$ cat config.mk
export PLATFORM = sky130hd
export DESIGN_NAME = alu_rs_scheduler
export DESIGN_NICKNAME = d
export VERILOG_FILES = /design/src/rtl/alu_rs_scheduler.sv
export SDC_FILE = /design/constraint.sdc
export NUM_CORES = 2
export LEC_CHECK = 0
export CAP_MARGIN = 10
export CORE_MARGIN = 2
export CORE_UTILIZATION = 54
export CTS_CLUSTER_SIZE = 25
export DETAILED_ROUTE_END_ITERATION = 7
export PLACE_DENSITY = 0.73
export SETUP_SLACK_MARGIN = 0.15
export SLEW_MARGIN = 20
export SYNTH_ARGS = -nofsm -noshare
export SYNTH_HDL_FRONTEND = slang
export SYNTH_SLANG_ARGS = --single-unit
export TNS_END_PERCENT = 5
$ cat constraint.sdc
create_clock -name clk -period 64.5 [get_ports clk]
set_input_delay 12.9 -clock clk [delete_from_list [all_inputs] [get_ports clk]]
set_output_delay 12.9 -clock clk [all_outputs]
set_load 0.02 [all_outputs]
$ cat src/rtl/alu_rs_scheduler.sv
// Integer ALU reservation station: buffers dispatched ops, wakes sources off the CDB, issues one ready op per cycle.
// Latency: dispatch to ALU 2 edges minimum, CDB wakeup to ALU 1 edge; throughput 1 op/cycle.
// Backpressure: in_ready drops only when all entries are occupied. Optional oldest-first select via ALU_RS_AGE_EN.
module alu_rs_scheduler #(
  parameter int ENTRIES = 8,
  parameter int TAG_W   = 4,
  parameter int OP_W    = 6
) (
  input  logic                       clk,
  input  logic                       rst,
  input  logic                       flush,
  input  logic                       in_valid,
  output logic                       in_ready,
  input  logic [OP_W-1:0]            in_op,
  input  logic [31:0]                in_pc,
  input  logic [31:0]                in_imm,
  input  logic [TAG_W-1:0]           in_dest,
  input  logic [31:0]                in_v1,
  input  logic [31:0]                in_v2,
  input  logic [TAG_W-1:0]           in_q1,
  input  logic [TAG_W-1:0]           in_q2,
  input  logic                       in_b1,
  input  logic                       in_b2,
  input  logic                       cdb_valid,
  input  logic [TAG_W-1:0]           cdb_tag,
  input  logic [31:0]                cdb_data,
  output logic [OP_W-1:0]            alu_op,
  output logic [31:0]                alu_pc,
  output logic [31:0]                alu_imm,
  output logic [31:0]                alu_v1,
  output logic [31:0]                alu_v2,
  output logic [TAG_W-1:0]           alu_dest,
  output logic                       alu_empty,
  output logic [$clog2(ENTRIES):0]   count
);

  localparam int IDX_W = $clog2(ENTRIES);
  localparam int CNT_W = IDX_W + 1;

  typedef struct packed {
    logic [OP_W-1:0]  op;
    logic [31:0]      pc;
    logic [31:0]      imm;
    logic [TAG_W-1:0] dest;
    logic [31:0]      v1;
    logic [31:0]      v2;
    logic [TAG_W-1:0] q1;
    logic [TAG_W-1:0] q2;
    logic             b1;
    logic             b2;
  } entry_t;

  entry_t [ENTRIES-1:0] ent;
  logic   [ENTRIES-1:0] vld;
  logic   [ENTRIES-1:0] rdy;
  entry_t               new_ent;
  logic   [IDX_W-1:0]   free_idx;
  logic   [IDX_W-1:0]   sel_idx;
  logic                 sel_vld;
  logic                 enq;

  // Full station is the only case with no free slot, so the registered count alone gates dispatch.
  assign in_ready = (count != CNT_W'(ENTRIES));
  assign enq      = in_valid && in_ready && !flush;

  always_comb begin
    for (int i = 0; i < ENTRIES; i++) begin
      rdy[i] = vld[i] && !ent[i].b1 && !ent[i].b2;
    end
  end

  always_comb begin
    free_idx = '0;
    for (int i = ENTRIES - 1; i >= 0; i--) begin
      if (!vld[i]) free_idx = IDX_W'(i);
    end
  end

  // Incoming op snoops the CDB in its enqueue cycle so a same-cycle broadcast is not missed.
  always_comb begin
    new_ent.op   = in_op;
    new_ent.pc   = in_pc;
    new_ent.imm  = in_imm;
    new_ent.dest = in_dest;
    new_ent.v1   = in_v1;
    new_ent.v2   = in_v2;
    new_ent.q1   = in_q1;
    new_ent.q2   = in_q2;
    new_ent.b1   = in_b1;
    new_ent.b2   = in_b2;
    if (cdb_valid && in_b1 && (in_q1 == cdb_tag)) begin
      new_ent.v1 = cdb_data;
      new_ent.b1 = 1'b0;
    end
    if (cdb_valid && in_b2 && (in_q2 == cdb_tag)) begin
      new_ent.v2 = cdb_data;
      new_ent.b2 = 1'b0;
    end
  end

`ifdef ALU_RS_AGE_EN
  // age[i][j] set means entry i was enqueued before entry j.
  logic [ENTRIES-1:0][ENTRIES-1:0] age;
  logic [ENTRIES-1:0]              is_oldest;

  always_comb begin
    for (int i = 0; i < ENTRIES; i++) begin
      is_oldest[i] = rdy[i];
      for (int j = 0; j < ENTRIES; j++) begin
        if ((j != i) && rdy[j] && !age[i][j]) is_oldest[i] = 1'b0;
      end
    end
  end

  always_comb begin
    sel_vld = 1'b0;
    sel_idx = '0;
    for (int i = ENTRIES - 1; i >= 0; i--) begin
      if (is_oldest[i]) begin
        sel_vld = 1'b1;
        sel_idx = IDX_W'(i);
      end
    end
  end

  always_ff @(posedge clk or posedge rst) begin
    if (rst) begin
      age <= '0;
    end else if (flush) begin
      age <= '0;
    end else if (enq) begin
      for (int j = 0; j < ENTRIES; j++) begin
        age[j][free_idx] <= 1'b1;
      end
      age[free_idx] <= '0;
    end
  end
`else
  always_comb begin
    sel_vld = 1'b0;
    sel_idx = '0;
    for (int i = ENTRIES - 1; i >= 0; i--) begin
      if (rdy[i]) begin
        sel_vld = 1'b1;
        sel_idx = IDX_W'(i);
      end
    end
  end
`endif

  always_ff @(posedge clk or posedge rst) begin
    if (rst) begin
      vld <= '0;
      ent <= '0;
    end else if (flush) begin
      vld <= '0;
    end else begin
      for (int i = 0; i < ENTRIES; i++) begin
        if (vld[i] && cdb_valid) begin
          if (ent[i].b1 && (ent[i].q1 == cdb_tag)) begin
            ent[i].v1 <= cdb_data;
            ent[i].b1 <= 1'b0;
          end
          if (ent[i].b2 && (ent[i].q2 == cdb_tag)) begin
            ent[i].v2 <= cdb_data;
            ent[i].b2 <= 1'b0;
          end
        end
      end
      // Enqueue targets a free slot and select a valid one, so they never collide.
      if (sel_vld) vld[sel_idx] <= 1'b0;
      if (enq) begin
        vld[free_idx] <= 1'b1;
        ent[free_idx] <= new_ent;
      end
    end
  end

  always_ff @(posedge clk or posedge rst) begin
    if (rst) begin
      alu_op    <= '0;
      alu_pc    <= '0;
      alu_imm   <= '0;
      alu_v1    <= '0;
      alu_v2    <= '0;
      alu_dest  <= '0;
      alu_empty <= 1'b1;
      count     <= '0;
    end else if (flush) begin
      alu_empty <= 1'b1;
      count     <= '0;
    end else begin
      alu_empty <= !sel_vld;
      if (sel_vld) begin
        alu_op   <= ent[sel_idx].op;
        alu_pc   <= ent[sel_idx].pc;
        alu_imm  <= ent[sel_idx].imm;
        alu_v1   <= ent[sel_idx].v1;
        alu_v2   <= ent[sel_idx].v2;
        alu_dest <= ent[sel_idx].dest;
      end
      case ({enq, sel_vld})
        2'b10:   count <= count + 1'b1;
        2'b01:   count <= count - 1'b1;
        default: count <= count;
      endcase
    end
  end

endmodule

# After elaboration in Yosys (flattened, before gate mapping)

Index checks and enable logic that the tools add are counted.
Widths: inputs -> output; s select.

Bitwise logic cells: 4
Muxes and demuxes: 109
$add $sub $neg: 2
$lt $le $gt $ge: 4
Reductions and logical operators: 69
Equal/unequal tests: 21

Operators by type and width:

| operator            | count |
|---|---|
| $bwmux 1184         | 1 |
| $mux 1110           | 1 |
| $mux 64             | 16 |
| $mux 32             | 18 |
| $bmux 148 s3        | 1 |
| $demux 148 s3       | 1 |
| $mux 148            | 2 |
| $eq 4x4->1          | 18 |
| $logic_and 1x1->1   | 48 |
| $mux 3              | 16 |
| $mux 2              | 16 |
| $mux 8              | 4 |
| $mux 1              | 29 |
| $logic_not 1->1     | 18 |
| $and 8x8->8         | 1 |
| $lt 3x4->1 const B  | 2 |
| $not 8->8           | 1 |
| $or 8x8->8          | 1 |
| $pmux 4 s2          | 1 |
| $demux 1 s3         | 2 |
| $ge 3x1->1 const B  | 2 |
| $add 4x1->4 const B | 1 |
| $mux 4              | 1 |
| $ne 4x4->1 const B  | 1 |
| other kinds (6)     | 7 |

Bits in registers: 1335
Output and inout bits: 144
Word-level logic and storage cells: 298
Input bits: 189

# Depth between registers and ports, before layout

Depth in word-level cells: 22
Depth in mapped cells: 10
Depth with buffers taken out: 8

# Worst setup path after synthesis

OpenSTA, ideal clock, no wires.

Path kind: input-to-reg
Start: in flush
End: reg count[3]
Setup time: 0.127 ns
Path slack: 49.486 ns
Data required time: 64.373 ns
Buffers on the path: 1
Arrival time: 14.886 ns
Cell stages on the path: 8
Cell sequence: clkbuf_1 -> nor2b_1 -> and2_1 -> a31oi_1 -> ha_1 -> a311o_1 -> and3_1 -> mux2_1

Word-level cells in the longest chain between the ends: 5
Elaborated cells between the ends (all ways): 7
Classes of those cells: eq/ne: 2; mux: 2; reduce/logical: 3

RTL lines:

| element                                         | line | source |
|---|---|---|
| from (decl)                                     | 11   | `input logic flush,` |
| $logic_not 1->1                                 | 64   | `assign enq = in_valid && in_ready && !flush;` |
| $logic_and 1x1->1                               | 64   |  |
| $eq 2x1->1 / $eq 2x2->1 (equally long branches) | 202  | `case ({enq, sel_vld})` |
| $pmux 4 s2                                      | 202  |  |
| $mux 4                                          | 189  | `end else if (flush) begin` |
| to (signal assigned)                            | 203  | `2'b10: count <= count + 1'b1;` |
| to (signal assigned)                            | 204  | `2'b01: count <= count - 1'b1;` |
| to (signal assigned)                            | 205  | `default: count <= count;` |
| to (decl)                                       | 34   | `output logic [$clog2(ENTRIES):0] count` |

Several ways; a longest one is shown, not always the timed one.
A chain may end at the register's enable or synchronous reset.

==> qor.csv <==
stage;metric;value;unit
hold_path;Hold EP;ent[234];
yosys;Post-synth EDFFs;0;
setup_path;Setup crit start kind;input port;
route;Via density;6.78;
final_layout;synthesis-to-finish area growth;13.8;%
route;Vias;58400;
setup_path;worst r2r path cells;9;
run_status;status;finished with violations;
route;DR WL/cell;28.2;microns
setup_path;crit path DAT;17.96;ns
yosys;ranking of synthesized cells by area;dfrtp_1, nand2_1, a221oi_1;
yosys;top-count cell post-synth;nand2_1;
placement;DP HPWL;127000;microns
yosys;Synth Register Bits;1335;
placement;I/O Buffers;332;
route;drt first pass iters;8;
cts;Post-CTS Resized;0;
sta;Least-Margin Pin Slew;1.23;ns
final_layout;Fill cells;9559;
yosys;Synthesized Nets;7234;
setup_path;Reg-to-Reg Start;vld[0];
sta;Tmin final;17.15;ns
yosys;Post-synth top cells;nand2_1, dfrtp_1, a21oi_1;
cts;Clk pin slew, worst setup/hold paths;0.06;ns
cts;CTS tree;built;
yosys;post-synthesis instance total;7043;
yosys;ys async rst share;1.00;
sta;Final Max Slew Viols;0;
job;max-cap violations;0;
setup_path;CP dominant cell by count;buf_4;
sta;clk_skew;0.0447;ns
sta;Final setup viols;0;
yosys;area leader, netlist;dfrtp_1;
final_layout;final core occ;0.620;
floorplanning;FP Rows;125;
floorplanning;Starting Density;0.545;
floorplanning;Die Area;120000;sq um
cts;Setup Fix Bufs, Post-CTS;0;
hold_path;hold_sp;ent[234];
sta;max_slew headroom;0.174;
power;sequential power share;0.463;
cts;Longest Clk Path Bufs;3;
cts;clock root cell;clkbuf_16;
yosys;mean post-synth cell area;8.99;sq um
sta;Setup TNS Final;0;ns
setup_path;CP Cell Sequence;clkdlybuf4s50_1 -> inv_8 -> buf_4 -> buf_4 -> buf_4 -> buf_6 -> buf_4;
global_routing;vias in the first global route;57200;
setup_path;max incr delay on CP;0.81;ns
cts;CTS HTree Levels;4;
placement;GPL Wtd Cong;0.860;
final_layout;footprint of the multi-input gates;26500;sq um
sta;Hold WS;0.468;ns
power;Leak;35.1;nW
sta;final hold vios;0;
power;Switching Share;0.286;
final_layout;proportion of layout cells with a drive suffix above 1;0.0873;
cts;Num CTS Buffers;142;
yosys;number of synthesis warnings;0;
placement;placed cell areas;67400;sq um
setup_path;Crit Path Class;in2async;
global_routing;first-pass GRT wire length;362000;microns
global_routing;GR Util All Layers;0.398;
setup_path;Worst path top cell family by delay;buffers and inverters;
sta;Final period util;0.266;
hold_path;Hold Path Depth;2;
run_status;violated checks;DRC;
yosys;post-synth top area share;0.527;
setup_path;critical path required time;65.31;ns
power;cell-internal power;1.54;mW
power;sw power;615;uW
floorplanning;DIE WIDTH;346;microns
setup_path;Buf/Inv on CP;7;
hold_path;hold crit path type;reg2reg;
route;DRT antenna net count;0;
setup_path;crit-path max FO;103;
final_layout;register area;33400;sq um
cts;CTS Sinks;1335;
global_routing;largest net degree at the start of global routing;182;
global_routing;total gr overflow;0;
floorplanning;Die H;346;microns
power;clock network fraction of design power;0.383;
yosys;top_reg_cell synth;dfrtp_1;
route;routed wire length;243000;microns
placement;Placed Cells incl. Taps;8352;
yosys;Seq/Total Area, Yosys;0.528;
yosys;Synth cell types;70;
setup_path;worst reg2reg endpoint;alu_v2[12];
power;peak supply drop;0.0290;mV
final_layout;fin area;72100;sq um
global_routing;initial antenna violation count;14;
route;DR DRC count;1;
setup_path;critical path's slowest cell;buf_4;
final_layout;final net count;7164;
yosys;mapped cell area;63300;sq um
setup_path;crit path capture type;asynchronous set/reset pin;
floorplanning;core area;116000;sq um
setup_path;reg-to-reg setup timing slack;59.78;ns
final_layout;final cell count without fillers;8614;
floorplanning;Ports;333;
power;Comb power frac;0.154;
sta;RSZ-0062 raised after global routing;no;
route;1st-iter DRT viols;8680;
cts;Worst-Skew Late Latency;0.80;ns
cts;CTS Hold Buffers Added;0;
power;Pwr Density;29.9;nW/um^2
sta;Max Fclk;0.0583;GHz
-- cell usage in the layout, fill, tap and decap left out, types with 7 or more instances in the layout --
| cell | count |
|---|---|
| a22o_1 | 37 |
| clkinv_2 | 18 |
| o211ai_1 | 71 |
| o221ai_1 | 25 |
| a311o_1 | 20 |
| a21oi_4 | 11 |
| o2bb2ai_1 | 12 |
| a221o_1 | 100 |
| inv_1 | 293 |
| nand3_1 | 160 |
| dfrtp_1 | 1334 |
| clkbuf_8 | 29 |
| a21oi_1 | 489 |
| nor3_1 | 51 |
| nand2_1 | 1925 |
| and4_1 | 14 |
| a22oi_1 | 46 |
| a221oi_1 | 287 |
| and3_1 | 32 |
| o21ai_0 | 116 |
| xnor2_1 | 8 |
| a31oi_1 | 50 |
| o32a_1 | 45 |
| clkbuf_1 | 43 |
| nand4_1 | 33 |
| clkbuf_16 | 146 |
| o22ai_1 | 292 |
| a21o_1 | 19 |
| a41oi_1 | 15 |
| mux2_2 | 189 |
| clkdlybuf4s50_1 | 331 |
| mux2i_1 | 66 |
| mux2_1 | 8 |
| xor2_1 | 67 |
| buf_4 | 139 |
| a211oi_1 | 15 |
| nor2_4 | 9 |
| nor2_1 | 413 |
| o32ai_1 | 22 |
| diode_2 | 7 |
-- worst register-to-register path, delay by kind of cell, from the launching register on --
family | cells | cell delay (ns)
buffers and inverters | 3 | 1.97
AO/OA/AOI/OAI | 2 | 0.23
AND/OR/NAND/NOR | 4 | 1.92
flip-flops | 1 | 0.48
-- state kept, by name, summed over array words and instances (netlist names) --
register,flops
ent,1184
alu_empty,1
alu_v2,32
alu_op,6
alu_pc,32
alu_v1,32
vld,8
alu_imm,32
alu_dest,4
count,4
-- cells by family after synthesis --
group | Yosys count | synth area share
AND/OR/NAND/NOR | 2689 | 0.171
multiplexers | 263 | 0.0455
XOR/XNOR | 75 | 0.0104
buffers and inverters | 989 | 0.0609
flip-flops | 1335 | 0.528
AO/OA/AOI/OAI | 1690 | 0.184
adder cells (fa/ha/maj) | 2 | 0.000395
-- worst max-delay path by stage --
stage / from / depth (start not counted) / endpoint / slack, ns
global placement: rst / 7 / alu_imm[11] / 46.18
CTS: rst / 7 / ent[234] / 46.94
global route: rst / 7 / ent[537] / 46.68
detailed placement: rst / 7 / alu_imm[11] / 46.13
floorplan: rst / 1 / alu_dest[0] / 13.97
finish: rst / 7 / ent[537] / 47.35
-- metrics by stage --
| step | setup WS, ns | power (mW) |
|---|---|---|
| after floorplan | 13.97 | 1.18 |
| after global placement | 46.18 | 1.33 |
| after detailed placement | 46.13 | 1.34 |
| after CTS | 46.94 | 2.15 |
| after global routing | 46.68 | 2.22 |
| final | 47.35 | 2.15 |
-- power groups by stage --
stage	clock, mW	combinational, mW	sequential (mW)
2_1_floorplan	0	0.155	1.02
3_3_place_gp	0	0.319	1.01
3_5_place_dp	0	0.326	1.01
4_1_cts	0.825	0.328	0.995
5_1_grt	0.859	0.357	1.00
6_report	0.824	0.331	0.997
-- cell type report --
type | instances | area share
Tap cell | 1524 | 0.0265
Clock inverter | 36 | 0.00569
Antenna cell | 7 | 0.000243
Timing Repair Buffer | 479 | 0.0627
Sequential cell | 1335 | 0.464
Multi-Input combinational cell | 4719 | 0.367
Clock buffer | 218 | 0.0585
Inverter | 296 | 0.0156
-- per-layer routing --
layer / GRT usage / part of all wire / vias to the layer above
li1: - / - / 24200
met2: 0.588 / 0.43 / 4607
met4: 0.220 / 0.066 / 12
met5: 0.00160 / 0.00029 / -
met3: 0.136 / 0.15 / 1178
met1: 0.512 / 0.36 / 28400
Power figures use the tool's default switching activity.
